--- config.mk ---
export PLATFORM = sky130hd
export DESIGN_NAME = mem_arbiter
export DESIGN_NICKNAME = d
export VERILOG_FILES = /design/src/rtl/mem_arbiter_pkg.sv /design/src/rtl/mem_arbiter_rr_pick2.sv /design/src/rtl/mem_arbiter.sv
export SDC_FILE = /design/constraint.sdc
export NUM_CORES = 1
export LEC_CHECK = 0
export ABC_AREA = 1
export BUFFER_PORTS_ARGS = -buffer_cell sky130_fd_sc_hd__buf_2
export CORE_ASPECT_RATIO = 1.4
export CORE_MARGIN = 2
export CORE_UTILIZATION = 39
export CTS_CLUSTER_SIZE = 20
export DETAILED_ROUTE_END_ITERATION = 7
export PLACE_DENSITY = 0.77
export SYNTH_ARGS = -nofsm -noshare
export SYNTH_HDL_FRONTEND = slang
export SYNTH_SLANG_ARGS = --single-unit
export TNS_END_PERCENT = 30
--- constraint.sdc ---
create_clock -name clk -period 2.9 [get_ports clk]
set_input_delay 0.145 -clock clk [delete_from_list [all_inputs] [get_ports clk]]
set_output_delay 0.145 -clock clk [all_outputs]
set_load 0.03 [all_outputs]
--- src/rtl/mem_arbiter_pkg.sv ---
// Shared definitions for the two-port memory arbiter: FSM state encoding and
// requester port indices, used by mem_arbiter and its round-robin picker.
// Latency: none (types/constants only). Backpressure: not applicable.
package mem_arb_pkg;

    typedef enum logic [1:0] {
        ARB_IDLE  = 2'b00,
        ARB_ISSUE = 2'b01,
        ARB_WAIT  = 2'b10,
        ARB_RESP  = 2'b11
    } arb_state_t;

    localparam logic PORT_CPU = 1'b0;
    localparam logic PORT_LDR = 1'b1;

endpackage

--- src/rtl/mem_arbiter_rr_pick2.sv ---
// Two-way round-robin picker: chooses which requester to grant next.
// Latency: purely combinational. Backpressure: none; the caller samples it only when idle.
// Ports: req[1:0] (bit index = port), last_gnt (port served last), valid (any request), winner (port index).
module rr_pick2
    import mem_arb_pkg::*;
(
    input  logic [1:0] req,
    input  logic       last_gnt,
    output logic       valid,
    output logic       winner
);

    always_comb begin
        valid  = |req;
        winner = PORT_CPU;
        if (req == 2'b11) begin
            // Contention: hand the grant to whoever was not served last.
            winner = ~last_gnt;
        end else if (req[PORT_LDR]) begin
            winner = PORT_LDR;
        end
    end

endmodule

--- src/rtl/mem_arbiter.sv ---
// Shares one single-port memory between the CPU (port 0) and the UART loader (port 1).
// Latency: write acks in the cycle after the request is sampled; read acks 2+RD_LAT cycles after.
// Backpressure: requests are held until ack; a request arriving while busy waits for the next IDLE.
// Ports: clk/reset; cpu_* and ldr_* request/ack/rdata per port; mem_* macro interface; busy.
module mem_arbiter
    import mem_arb_pkg::*;
#(
    parameter int ADDR_W = 10,
    parameter int DATA_W = 32,
    parameter int RD_LAT = 1    // legal range 1..3 (wait_cnt is 2 bits)
) (
    input  logic              clk,
    input  logic              reset,
    input  logic              cpu_req,
    input  logic              cpu_we,
    input  logic [ADDR_W-1:0] cpu_addr,
    input  logic [DATA_W-1:0] cpu_wdata,
    output logic              cpu_ack,
    output logic [DATA_W-1:0] cpu_rdata,
    input  logic              ldr_req,
    input  logic              ldr_we,
    input  logic [ADDR_W-1:0] ldr_addr,
    input  logic [DATA_W-1:0] ldr_wdata,
    output logic              ldr_ack,
    output logic [DATA_W-1:0] ldr_rdata,
    output logic              mem_en,
    output logic              mem_we,
    output logic [ADDR_W-1:0] mem_addr,
    output logic [DATA_W-1:0] mem_wdata,
    input  logic [DATA_W-1:0] mem_rdata,
    output logic              busy
);

    arb_state_t  state, state_nxt;
    logic        owner, owner_nxt;
    logic        last_gnt, last_gnt_nxt;
    logic [1:0]  wait_cnt, wait_cnt_nxt;
    logic        done;      // owner's ack this cycle
    logic        capture;   // load owner's rdata register at this edge
    logic        pick_valid;
    logic        pick_winner;

    logic              own_we;
    logic [ADDR_W-1:0] own_addr;
    logic [DATA_W-1:0] own_wdata;

    rr_pick2 u_pick (
        .req      ({ldr_req, cpu_req}),
        .last_gnt (last_gnt),
        .valid    (pick_valid),
        .winner   (pick_winner)
    );

    // Owner's live inputs; requesters keep them stable for the whole transaction.
    assign own_we    = (owner == PORT_LDR) ? ldr_we    : cpu_we;
    assign own_addr  = (owner == PORT_LDR) ? ldr_addr  : cpu_addr;
    assign own_wdata = (owner == PORT_LDR) ? ldr_wdata : cpu_wdata;

    always_ff @(posedge clk or posedge reset) begin
        if (reset) begin
            state    <= ARB_IDLE;
            owner    <= PORT_CPU;
            last_gnt <= PORT_LDR;   // CPU wins the first tie
            wait_cnt <= 2'd0;
        end else begin
            state    <= state_nxt;
            owner    <= owner_nxt;
            last_gnt <= last_gnt_nxt;
            wait_cnt <= wait_cnt_nxt;
        end
    end

    always_comb begin
        state_nxt    = state;
        owner_nxt    = owner;
        last_gnt_nxt = last_gnt;
        wait_cnt_nxt = wait_cnt;
        done         = 1'b0;
        capture      = 1'b0;
        case (state)
            ARB_IDLE: begin
                if (pick_valid) begin
                    owner_nxt = pick_winner;
                    state_nxt = ARB_ISSUE;
                end
            end
            ARB_ISSUE: begin
                if (own_we) begin
                    // Writes complete with the strobe itself; no read wait needed.
                    done         = 1'b1;
                    last_gnt_nxt = owner;
                    state_nxt    = ARB_IDLE;
                end else begin
                    wait_cnt_nxt = 2'(RD_LAT - 1);
                    state_nxt    = ARB_WAIT;
                end
            end
            ARB_WAIT: begin
                if (wait_cnt == 2'd0) begin
                    capture   = 1'b1;
                    state_nxt = ARB_RESP;
                end else begin
                    wait_cnt_nxt = wait_cnt - 2'd1;
                end
            end
            ARB_RESP: begin
                done         = 1'b1;
                last_gnt_nxt = owner;
                state_nxt    = ARB_IDLE;
            end
            default: state_nxt = ARB_IDLE;
        endcase
    end

    // Read data registers: only the owner's register is ever written, and
    // the completion does not depend on req still being high.
    always_ff @(posedge clk or posedge reset) begin
        if (reset) begin
            cpu_rdata <= '0;
            ldr_rdata <= '0;
        end else if (capture) begin
            if (owner == PORT_LDR) ldr_rdata <= mem_rdata;
            else                   cpu_rdata <= mem_rdata;
        end
    end

    assign cpu_ack = done && (owner == PORT_CPU);
    assign ldr_ack = done && (owner == PORT_LDR);
    assign mem_en  = (state == ARB_ISSUE);
    assign mem_we  = mem_en && own_we;
    assign busy    = (state != ARB_IDLE);

    // Address/data are a live mux of the owner's inputs; forced to zero while
    // reset is held so the macro sees a quiet bus.
    assign mem_addr  = reset ? '0 : own_addr;
    assign mem_wdata = reset ? '0 : own_wdata;

endmodule

==> impl_results.md <==
- Overall Power: 6.22 mW
- Height of the chip: 120 microns
- Run status: finished, final reports clean
- Setup slack of the critical path after layout: 0.739 ns
- Routed wire length: 11.1 mm
- Pwr per Cell Area: 1200 nW/um^2
- Number of detailed-routing iterations run before antenna repair: 4
- Dominant cell type by area after synthesis: sky130_fd_sc_hd__dfrtp_1
- Maximum number of pins on one net before global-route repair: 64
- Inserted Diodes: 0
- Leakage: 2.97 nW
- Synth async-reset ratio: 100%
- Site row count: 42
- Leading cell type by number of instances after synthesis: sky130_fd_sc_hd__nor2_1
- Clock-pin slew reported for the worst setup and hold paths after clock tree synthesis: 0.05 ns
- Warning count from the yosys run: 0
- Total non-filler cell area in the finished layout: 5180 sq um
- DRC: 0
- Hold Crit Depth: 3
- Placer's final routability congestion estimate: 0.806
- Worst hold slack after final layout: 0.0849 ns
- Total count of max-transition violations in the final report: 0
- Mapped Nets: 566
- Number of placed instances, taps included: 761
- Fin. Hold Viols: 0
- CTS tree: done
- Endpoint type of the worst setup path: output pin
- Synth Area per Inst: 8.50 sq um
- Insertion delay to the later sink of the worst-skew pair: 0.33 ns
- Number of max-cap violations: 0
- Post-placement worst setup slack: 0.948 ns
- Peak ir drop on the vdd network: 0.000699 V
- Clock buffer depth: 2
- Number of violations reported at the end of detailed-routing iteration 0: 131
- Number of enable-type register cells in the synthesized netlist: 0
- Worst clock skew on the final layout: 0.00691 ns
- Synth unique cells: 20
- Transition time at the pin with the least slew margin: 0.763 ns
- Total CTS buffers: 9
- Post-route fraction of the period consumed by the critical path: 74.5%
- H-tree depth: 3
- Width of the die: 86.6 microns
- Part of the Yosys area used for sequential elements: 47.1%
- Time the worst path needs with I/O delays and setup: 2.16 ns
- Layout Utilization: 55.4%
- Floorplan die area: 10400 sq um
- Syn Std Cell Area: 3720 sq um
- Path category of the worst min-delay check: in -> reg
- Area share of the largest cell type after synthesis: 46.4%
- Number of placed I/O pins: 233
- WP data required: 2.76 ns
- Maximum frequency from static timing analysis: 0.463 GHz
- Leading post-synthesis cells by cell area: sky130_fd_sc_hd__dfrtp_1 (46%), sky130_fd_sc_hd__o21ai_2 (15%), sky130_fd_sc_hd__nor2_1 (8.9%)
- Area after detailed placement: 4890 sq um
- Core box area: 9350 sq um
- Count of buffers inserted at the top-level ports: 232
- Synthesized flop and latch total: 70
- Final instance count without filler cells: 778
- Post-CTS setup buffer count: 0
- Worst rel slew slack: 49.1%
- GR Util All Layers: 21.0%
- Top cells by instance count after synthesis: sky130_fd_sc_hd__nor2_1 (88), sky130_fd_sc_hd__nand2_1 (82), sky130_fd_sc_hd__dfrtp_1 (69)
- Reg2reg path depth: 6
- Final ANT Viol Nets: 0
- Post-Synthesis Cells: 438
- HPWL after DPL: 8.65 mm
- Kind of critical path: in -> out
- Num Clock Sinks: 70
- Ys flop type: sky130_fd_sc_hd__dfrtp_1
- Starting utilization of the core area: 39.8%
- Wire length of the first global-routing pass: 16.8 mm
- Number of nets in the finished design: 791
- Area Overhead vs Synth: 39.2%
- Via count of the first global-routing pass: 3563
- Number of endpoints failing setup at the final stage: 0
- Antenna violations before repair: 0
- Aggregate global routing overflow: 0
- Root buf cell: sky130_fd_sc_hd__clkbuf_16
- Kind of start point of the critical path: input pin
- RSZ-0062 raised after global routing: false
- Layout cell share with drive strength beyond 1: 48.7%
- Drt wl/cell: 14.3 microns
- Via count normalized by instance count: 4.77
- Arrival @ worst endpoint: 2.02 ns
- Total negative slack for setup checks: 0 ns
- Total via count after detailed routing: 3709
- Crit path max fanout: 63
-- layout by cell type, fill, tap and decap left out, types with 5 or more instances in the layout --
| cell | instances |
|---|---|
| sky130_fd_sc_hd__buf_2 | 232 |
| sky130_fd_sc_hd__nand2_1 | 82 |
| sky130_fd_sc_hd__nand3_1 | 5 |
| sky130_fd_sc_hd__o21ai_0 | 45 |
| sky130_fd_sc_hd__nor2_1 | 88 |
| sky130_fd_sc_hd__clkbuf_16 | 9 |
| sky130_fd_sc_hd__o21ai_2 | 64 |
| sky130_fd_sc_hd__dfrtp_1 | 69 |
| sky130_fd_sc_hd__ha_1 | 6 |
| sky130_fd_sc_hd__inv_1 | 43 |
-- report_power, final --
group	total, mW	switching, mW	internal (mW)
Clock	1.01	0.410	0.602
Combinational	3.45	2.44	1.01
Sequential	1.76	0.293	1.46
-- worst max-delay path, stage by stage --
cell and delay (ns):
sky130_fd_sc_hd__dlygate4sd3_1 0.53, sky130_fd_sc_hd__buf_2 0.13, sky130_fd_sc_hd__clkinv_2 0.49, sky130_fd_sc_hd__o21ai_0 0.19
sky130_fd_sc_hd__nor2_1 0.23, sky130_fd_sc_hd__buf_2 0.27
-- final timing paths --
path / start / end / slack [ns]
worst max-delay path: reset / mem_wdata[29] / 0.74
worst min-delay path: ldr_req / owner / 0.08
worst max register to register: state[0] / cpu_rdata[19] / 0.97
worst min register to register: last_gnt / last_gnt / 0.46
max in group asynchronous: reset / cpu_rdata[23] / 1.29
min in group asynchronous: reset / cpu_rdata[14] / 0.50
-- flip-flops by register name, summed over array words and instances (netlist names), named ones only --
signal     flops
last_gnt       1
wait_cnt       2
ldr_rdata     32
owner          1
cpu_rdata     32
state          1
-- layout make-up --
type | count | area, sq um
multi-input cells | 298 | 1600
clock buffers | 11 | 243
fillers | 881 | 4170
clock inverters | 5 | 33.8
well taps | 110 | 138
inverters | 45 | 173
flip-flops and latches | 70 | 1750
repair buffers | 239 | 1240
-- layer usage --
layer | share of wire, % | global-route usage, % | vias up
met5 | 0 | 0 | -
met4 | 1.6 | 6.74 | 0
met3 | 14 | 11.4 | 14
met2 | 49 | 36.2 | 189
met1 | 36 | 21.5 | 1670
li1 | - | - | 1836
-- cells by family after synthesis --
| group | after synthesis | share of synthesized area [%] |
|---|---|---|
| AO/OA/AOI/OAI | 112 | 21.6 |
| adder cells (fa/ha/maj) | 6 | 2.02 |
| flip-flops | 70 | 47.1 |
| AND/OR/NAND/NOR | 180 | 19.4 |
| buffers and inverters | 70 | 9.95 |
-- what timing repair did --
action / CTS / global route
hold endpoints to repair: 20 / 0
hold buffers: 1 / 0
resized for setup: 0 / 0
Power figures use the tool's default switching activity.
